==> src/rtl/addr_calc_pipe.sv <==
// Pipelined pointer-relative address calculator with valid/ready flow control.
// Stage 1 holds every channel's result; stage 2 holds the late-selected one.
module addr_calc_pipe #(
  parameter int AW   = 8,
  parameter int OW   = 16,
  parameter int NPTR = 2,
  parameter int BASE = 128,
  localparam int SW  = $clog2(NPTR)
) (
  input  logic                 clk,
  input  logic                 rst_n,
  input  logic                 in_valid,
  output logic                 in_ready,
  input  logic [AW-1:0]        address,
  input  logic [NPTR*AW-1:0]   ptr,
  input  logic [AW-1:0]        b,
  input  logic [SW-1:0]        sel,
  output logic                 out_valid,
  input  logic                 out_ready,
  output logic [OW-1:0]        count,
  output logic                 wrap
);

  localparam logic [AW-1:0] BASE_V = AW'(BASE);
  localparam logic [SW:0]   NPTR_V = (SW+1)'(NPTR);

  logic [NPTR-1:0][AW-1:0] calc_offset;
  logic [NPTR-1:0][OW-1:0] calc_count;
  logic [NPTR-1:0]         calc_wrap;

  logic                    s1_valid;
  logic [NPTR-1:0][OW-1:0] s1_count;
  logic [NPTR-1:0]         s1_wrap;
  logic [SW-1:0]           s1_sel;

  logic [SW-1:0]           sel_idx;
  logic [OW-1:0]           mux_count;
  logic                    mux_wrap;

  logic                    s2_en;
  logic                    s1_en;
  logic                    in_xfer;

  assign s2_en    = !out_valid || out_ready;
  assign s1_en    = !s1_valid || s2_en;
  assign in_ready = s1_en && rst_n;
  assign in_xfer  = in_valid && s1_en;

  // Per-channel offset, count and wrap; the select mux is deferred to stage 2.
  always_comb begin
    calc_offset = '0;
    calc_count  = '0;
    calc_wrap   = '0;
    for (int i = 0; i < NPTR; i++) begin
      calc_offset[i] = BASE_V - ptr[i*AW +: AW];
      calc_count[i]  = {{(OW-AW){1'b0}}, address}
                     - {{(OW-AW){1'b0}}, calc_offset[i]}
                     + {{(OW-AW){1'b0}}, b};
      calc_wrap[i]   = ({1'b0, address} + {1'b0, b}) < {1'b0, calc_offset[i]};
    end
  end

  // Out-of-range selects (non-power-of-2 NPTR) fall back to channel 0.
  always_comb begin
    sel_idx   = {SW{1'b0}};
    mux_count = '0;
    mux_wrap  = 1'b0;
    if ({1'b0, s1_sel} < NPTR_V) begin
      sel_idx = s1_sel;
    end else begin
      sel_idx = {SW{1'b0}};
    end
    mux_count = s1_count[sel_idx];
    mux_wrap  = s1_wrap[sel_idx];
  end

  // Stage 1 valid bit.
  always_ff @(posedge clk) begin
    if (!rst_n) begin
      s1_valid <= 1'b0;
    end else if (s1_en) begin
      s1_valid <= in_valid;
    end
  end

  // Stage 1 data loads only on an accepted input, so no reset is needed.
  always_ff @(posedge clk) begin
    if (in_xfer) begin
      s1_count <= calc_count;
      s1_wrap  <= calc_wrap;
      s1_sel   <= sel;
    end
  end

  // Stage 2 output register.
  always_ff @(posedge clk) begin
    if (!rst_n) begin
      out_valid <= 1'b0;
      count     <= '0;
      wrap      <= 1'b0;
    end else if (s2_en) begin
      out_valid <= s1_valid;
      if (s1_valid) begin
        count <= mux_count;
        wrap  <= mux_wrap;
      end
    end
  end

endmodule

==> config.mk <==
export PLATFORM = sky130hd
export DESIGN_NAME = addr_calc_pipe
export DESIGN_NICKNAME = d
export VERILOG_FILES = /design/src/rtl/addr_calc_pipe.sv
export SDC_FILE = /design/constraint.sdc
export NUM_CORES = 1
export LEC_CHECK = 0
export CORE_ASPECT_RATIO = 0.75
export CORE_MARGIN = 4
export CORE_UTILIZATION = 50
export CTS_CLUSTER_DIAMETER = 60
export DETAILED_ROUTE_END_ITERATION = 8
export PLACE_DENSITY_LB_ADDON = 0.1
export SLEW_MARGIN = 20
export SYNTH_ARGS = -nofsm -noshare
export SYNTH_HDL_FRONTEND = slang
export SYNTH_SLANG_ARGS = --single-unit
==> constraint.sdc <==
create_clock -name clk -period 3.8 [get_ports clk]
set_input_delay 0.76 -clock clk [delete_from_list [all_inputs] [get_ports clk]]
set_output_delay 0.76 -clock clk [all_outputs]
set_load 0.02 [all_outputs]
==> flow_summary.json, run 1 <==
{
  "status": "finished with violations",
  "violations": "setup timing",
  "finalSetupViolCount": 1,
  "p_per_area_nw_per_um2": 364,
  "period_needed_ns": 3.86,
  "cp.required_ns": 3.83,
  "n_antenna_cell": 0,
  "drtIter0Drc": 225,
  "finalCritPeriodShare": 1.02,
  "max-vdd-ir-drop_mv": 0.267,
  "io_pins": 56,
  "finalWeightedCongestion": 0.827,
  "die_area_um2": 8490,
  "yosysTopAreaCell": "edfxtp_1",
  "clock_path_buffers": 2,
  "fin_ws_ns": -0.0637,
  "chipHeight_um": 80.8,
  "hold_class": "register to register",
  "io_buffers": 55,
  "vias": 3547,
  "wl_per_cell_um": 18.3,
  "leakage_nw": 2.45,
  "finalCoreUtilization": 0.793,
  "placedCellCount": 596,
  "cp-start-kind": "input pin",
  "grtUsageTotal": 0.256,
  "numCtsBuffers": 5,
  "crit_path_max_fanout": 3,
  "rsz0062_at_grt": "yes",
  "area_delta_synth_final_pct": 53.2,
  "tightest_slew_ns": 1.06,
  "slew_viol_final": 0,
  "hpwl_um": 8000,
  "end_kind": "register",
  "via_per_inst": 5.70,
  "start_util": 0.517,
  "arrival_ns": 3.90,
  "grt_overflow": 0,
  "final_cells": 622,
  "yosys-top-cells-area": "edfxtp_1 (20%), ha_1 (16%), dfxtp_1 (7.4%)",
  "dr.pass1.iters": 4,
  "die_x_um": 105,
  "synth-seq-cells": 36,
  "clock-sinks": 36,
  "rows": 26,
  "max_clock_freq_mhz": 259,
  "antenna_found_initial": 0,
  "synthDistinctLibCells": 63,
  "synth-edff-count": 23,
  "drc": 0,
  "grt_start_max_net_pins": 24,
  "core_um2": 6830,
  "syn_inst": 372,
  "slew_headroom": 0.293,
  "synthesis.nets": 458,
  "ys_seq_area_frac": 0.269,
  "synthArstFlopShare": 0,
  "routed_wl_um": 11400,
  "antenna_left": 0,
  "grt_pass1_vias": 3596,
  "syn_avg_cell_area_um2": 9.50,
  "synth_top_area_share": 0.195,
  "drive_gt1_frac": 0.357,
  "path_clk_slew_ns": 0.07,
  "crit_type": "input pin to register",
  "skew_ns": 0.00371,
  "clk_latency_ns": 0.29,
  "ys.flop_type": "edfxtp_1",
  "yosysWarnings": 0,
  "htree_levels": 2,
  "fin_nets": 623,
  "cts_root_buffer": "clkbuf_8",
  "synth_area_um2": 3530,
  "cap_violations": 0,
  "grt_pass1_wl_um": 17100,
  "hold_viol": 0,
  "cts_tree": "done"
}
[cells in the final DEF, fill, tap and decap left out, types with 3 or more instances in the layout]
cell	count
xor2_1	12
ha_1	36
o21ai_0	9
mux2i_1	12
o311ai_1	3
buf_4	115
o211a_1	11
xnor2_1	25
or2_2	5
nor2_1	19
dfxtp_1	13
nor2b_1	7
nand2b_1	5
o31ai_2	3
clkbuf_8	7
nor3_1	3
o211ai_1	3
maj3_1	4
inv_2	6
dlygate4sd2_1	6
or4_4	3
fa_1	3
ha_4	6
nor4b_1	3
a21oi_1	24
o31a_1	4
edfxtp_1	23
nand2_1	25
inv_1	18
o21a_1	8
a21o_1	7
clkdlybuf4s50_1	45
[metrics by stage]
step | setup WS, ns | power [mW] | area, µm² | hold slack [ns] | setup TNS (ns)
2_1_floorplan | 0.00856 | 1.09 | 3550 | 0.477 | 0
3_3_place_gp | -0.602 | 1.44 | 4870 | 0.482 | -4.50
3_5_place_dp | -0.671 | 1.47 | 4870 | 0.485 | -4.93
4_1_cts | 0.00218 | 1.87 | 5210 | 0.502 | 0
5_1_grt | -0.129 | 2.09 | 5420 | 0.524 | -0.163
6_report | -0.0637 | 1.97 | 5420 | 0.500 | -0.0637
[state kept, by name, summed over array words and instances (netlist names)]
name / count
s1_valid: 1
s1_wrap: 2
out_valid: 1
s1_count: 20
s1_sel: 1
wrap: 1
count: 10
[synthesized netlist by cell type (2+ instances only)]
library cell	count
ha_1	44
a21oi_1	27
xnor2_1	27
nand2_1	26
inv_1	24
edfxtp_1	23
nor2_1	20
xor2_1	14
dfxtp_1	13
mux2i_1	13
o211a_1	11
o21ai_0	10
o21a_1	8
a21o_1	7
nor2b_1	7
buf_4	6
nand2b_1	6
or2_2	6
fa_1	5
clkbuf_1	4
maj3_1	4
o31a_1	4
nor3_1	3
nor3b_2	3
nor4_1	3
nor4b_1	3
o211ai_1	3
o31ai_1	3
a221oi_1	2
a31oi_1	2
and2_1	2
maj3_2	2
nand3b_1	2
o21bai_1	2
o311a_1	2
o311ai_0	2
o311ai_1	2
or4_1	2
[power breakdown]
group | internal [mW] | switching (mW)
sequential | 0.519 | 0.0308
clock | 0.205 | 0.147
combinational | 0.556 | 0.512
[critical path, cell delays in order]
cell           delay (ns)
dlygate4sd2_1        0.26
or3_4                0.39
buf_4                0.15
or4_4                0.55
nand2_4              0.09
a211oi_2             0.04
buf_4                0.13
buf_4                0.12
buf_4                0.12
buf_4                0.12
buf_4                0.12
buf_4                0.12
buf_4                0.12
buf_4                0.12
buf_4                0.13
buf_4                0.13
buf_4                0.12
o211ai_1             0.17
a22oi_1              0.13
[kinds of logic after synthesis]
| logic type | after synthesis | share of synthesized area |
|---|---|---|
| XOR/XNOR | 41 | 0.102 |
| AO/OA/AOI/OAI | 98 | 0.200 |
| flip-flops | 36 | 0.269 |
| adder cells (fa/ha/maj) | 55 | 0.202 |
| buffers and inverters | 37 | 0.0481 |
| AND/OR/NAND/NOR | 92 | 0.143 |
| multiplexers | 13 | 0.0368 |
[path summary, 6_finish.rpt]
kind                          startpoint               endpoint  slack (ns)  depth (start not counted)
setup / recovery                  ptr[4]  s1_count[8]$_DFFE_PP_       -0.06                         19
hold / removal     count[6]$_SDFFE_PN0P_  count[6]$_SDFFE_PN0P_        0.50                          1
setup reg to reg  out_valid$_SDFFE_PN0P_   s1_wrap[1]$_DFFE_PP_        2.01                          3
hold reg to reg    count[6]$_SDFFE_PN0P_  count[6]$_SDFFE_PN0P_        0.50                          1
[repair_timing]
action                     4_1_cts  5_1_grt
gates resized for setup         35       43
hold buffers                     0        0
buffers inserted                16        2
setup endpoints to repair        8        9
pin swaps                       24       16
[layout make-up]
class | count | area, µm²
fillers | 451 | 1420
repair buffers | 171 | 1400
multi-input cells | 299 | 2740
flip-flops and latches | 36 | 951
clock buffers | 8 | 121
inverters | 24 | 90.1
well taps | 84 | 105
[per-layer routing]
metal,up-vias,track usage,part of all wire
li1,1702,-,-
met1,1692,0.321,0.43
met2,123,0.451,0.49
met3,30,0.0492,0.055
met4,0,0.0826,0.027
met5,-,0,0
(Power assumes the default switching activity.)
==> run 2: changes to the inputs <==
--- a/config.mk
+++ b/config.mk
@@ -5,9 +5,11 @@
 export SDC_FILE = /design/constraint.sdc
 export NUM_CORES = 1
 export LEC_CHECK = 0
+export CELL_PAD_IN_SITES_DETAIL_PLACEMENT = 1
+export CELL_PAD_IN_SITES_GLOBAL_PLACEMENT = 1
 export CORE_ASPECT_RATIO = 0.75
 export CORE_MARGIN = 4
-export CORE_UTILIZATION = 50
+export CORE_UTILIZATION = 38
 export CTS_CLUSTER_DIAMETER = 60
 export DETAILED_ROUTE_END_ITERATION = 8
 export PLACE_DENSITY_LB_ADDON = 0.1
==> flow_summary.json, run 2 (synthesis results as in run 1) <==
{
  "clock_path_buffers": 2,
  "multi_input_area_um2": 2770,
  "place_area_um2": 4930,
  "core_um2": 9050,
  "stdcell_area_um2": 5460,
  "pwr-share-comb": 0.532,
  "period_needed_ns": 3.77,
  "max_clock_freq_mhz": 265,
  "routed_wl_um": 12900,
  "clkPwrFrac": 0.200,
  "via_per_inst": 5.28,
  "area_delta_synth_final_pct": 54.4,
  "power_switching_uw": 711,
  "numCtsBuffers": 5,
  "top_register": "s1_count",
  "clk_latency_ns": 0.28,
  "grt_pass1_wl_um": 19400,
  "cp-start-kind": "input pin",
  "reg_top3": "s1_count x20, count x10, s1_wrap x2",
  "drc": 0,
  "max-vdd-ir-drop_mv": 0.184,
  "grt_start_max_net_pins": 24,
  "drtIter0Drc": 158,
  "cap_violations": 0,
  "end_kind": "register",
  "p_int_mw": 1.34,
  "antenna_found_initial": 0,
  "final_common_cell": "buf_4",
  "grt_overflow": 0,
  "skew_ns": 0.00268,
  "fin_tns_setup_ns": 0,
  "fin_nets": 613,
  "hold_viol": 0,
  "grt_pass1_vias": 3713,
  "drive_gt1_frac": 0.366,
  "rsz0062_at_grt": "yes",
  "tightest_slew_ns": 0.697,
  "cts_root_buffer": "clkbuf_16",
  "vias": 3465,
  "finalCoreUtilization": 0.603,
  "clock-sinks": 36,
  "hpwl_um": 9730,
  "largest_register_ffs": 20,
  "antenna_left": 0,
  "switching_share": 0.346,
  "io_pins": 56,
  "io_buffers": 55,
  "crit_path_max_fanout": 4,
  "chipHeight_um": 91.5,
  "cp.required_ns": 3.82,
  "die_area_um2": 10900,
  "p_seq_frac": 0.268,
  "nFillCells": 1013,
  "crit_type": "input pin to register",
  "slew_viol_final": 0,
  "finalCritPeriodShare": 0.992,
  "leakage_nw": 2.43,
  "p_per_area_nw_per_um2": 376,
  "final_cell_mix": "buf_4 (104), clkdlybuf4s50_1 (48), ha_1 (35)",
  "die_x_um": 119,
  "n_antenna_cell": 0,
  "finalSetupViolCount": 0,
  "status": "complete, no violations",
  "rows": 30,
  "slew_headroom": 0.535,
  "start_util": 0.391,
  "dr.pass1.iters": 4,
  "regArea_um2": 951,
  "cts_tree": "done",
  "finalWeightedCongestion": 0.800,
  "grtUsageTotal": 0.222,
  "path_clk_slew_ns": 0.06,
  "htree_levels": 2,
  "hold_class": "register to register",
  "wl_per_cell_um": 19.6,
  "arrival_ns": 3.79
}
run 2: changes by cell type in the layout (fill, tap and decap cells not counted), sizes merged, moves of 2 or more:
cell,change
clkbuf,-3
dlygate4sd2,-6
clkdlybuf4s50,+3
buf,-9
clkdlybuf4s15,+2
clkinv,+2
run 2: layer usage:
metal  GRT usage  vias to the layer above  share of wire
met4      0.0267                        0          0.011
met3      0.0374                       10          0.040
met1       0.303                     1719           0.45
met2       0.379                       59           0.50
li1            -                     1677              -
met5           0                        -              0
run 2: layout make-up:
type                    instances  area share
clock buffers                   6      0.0254
clock inverters                 2     0.00183
inverters                      24      0.0165
multi-input cells             299       0.508
flip-flops and latches         36       0.174
well taps                     128      0.0293
repair buffers                161       0.245
run 2: worst paths after layout:
path	start	end	slack [ns]	depth (start not counted)
worst max-delay path	ptr[0]	s1_count[8]$_DFFE_PP_	0.03	15
worst min-delay path	count[8]$_SDFFE_PN0P_	count[8]$_SDFFE_PN0P_	0.50	1
worst max register to register	out_valid$_SDFFE_PN0P_	s1_wrap[1]$_DFFE_PP_	2.28	3
worst min register to register	count[8]$_SDFFE_PN0P_	count[8]$_SDFFE_PN0P_	0.50	1
run 2: timing repair:
action,CTS,global route
pin swaps,21,26
resized for setup,38,51
endpoints found under the setup margin,12,8
hold buffers,0,0
buffers inserted,5,3
endpoints found under the hold margin,0,0
run 2: power groups by stage:
stage               sequential (mW)  clock [mW]  combinational, mW
finish                        0.551       0.410               1.09
global route                  0.559       0.440               1.18
CTS                           0.551       0.417              0.995
detailed placement            0.558           0              0.958
global placement              0.553           0              0.912
floorplan                     0.557           0              0.530
run 2: stage by stage:
stage | setup slack, ns | total power [mW] | cells | hold slack [ns]
2_1_floorplan | 0.00856 | 1.09 | 372 | 0.477
3_3_place_gp | -0.558 | 1.47 | 641 | 0.482
3_5_place_dp | -0.665 | 1.52 | 641 | 0.489
4_1_cts | 0.000963 | 1.96 | 653 | 0.502
5_1_grt | -0.135 | 2.18 | 656 | 0.533
6_report | 0.0312 | 2.05 | 656 | 0.499
run 2: worst max-delay path, cell delays in order:
cell and delay (ns):
buf_2 0.12, inv_2 0.06, ha_4 0.25, inv_2 0.04
fa_2 0.39, maj3_2 0.31, maj3_2 0.36, a211oi_2 0.28
nor2_1 0.09, xor2_1 0.15, ha_1 0.32, or2_4 0.27
a21oi_4 0.15, a2bb2oi_2 0.14, a22oi_1 0.09
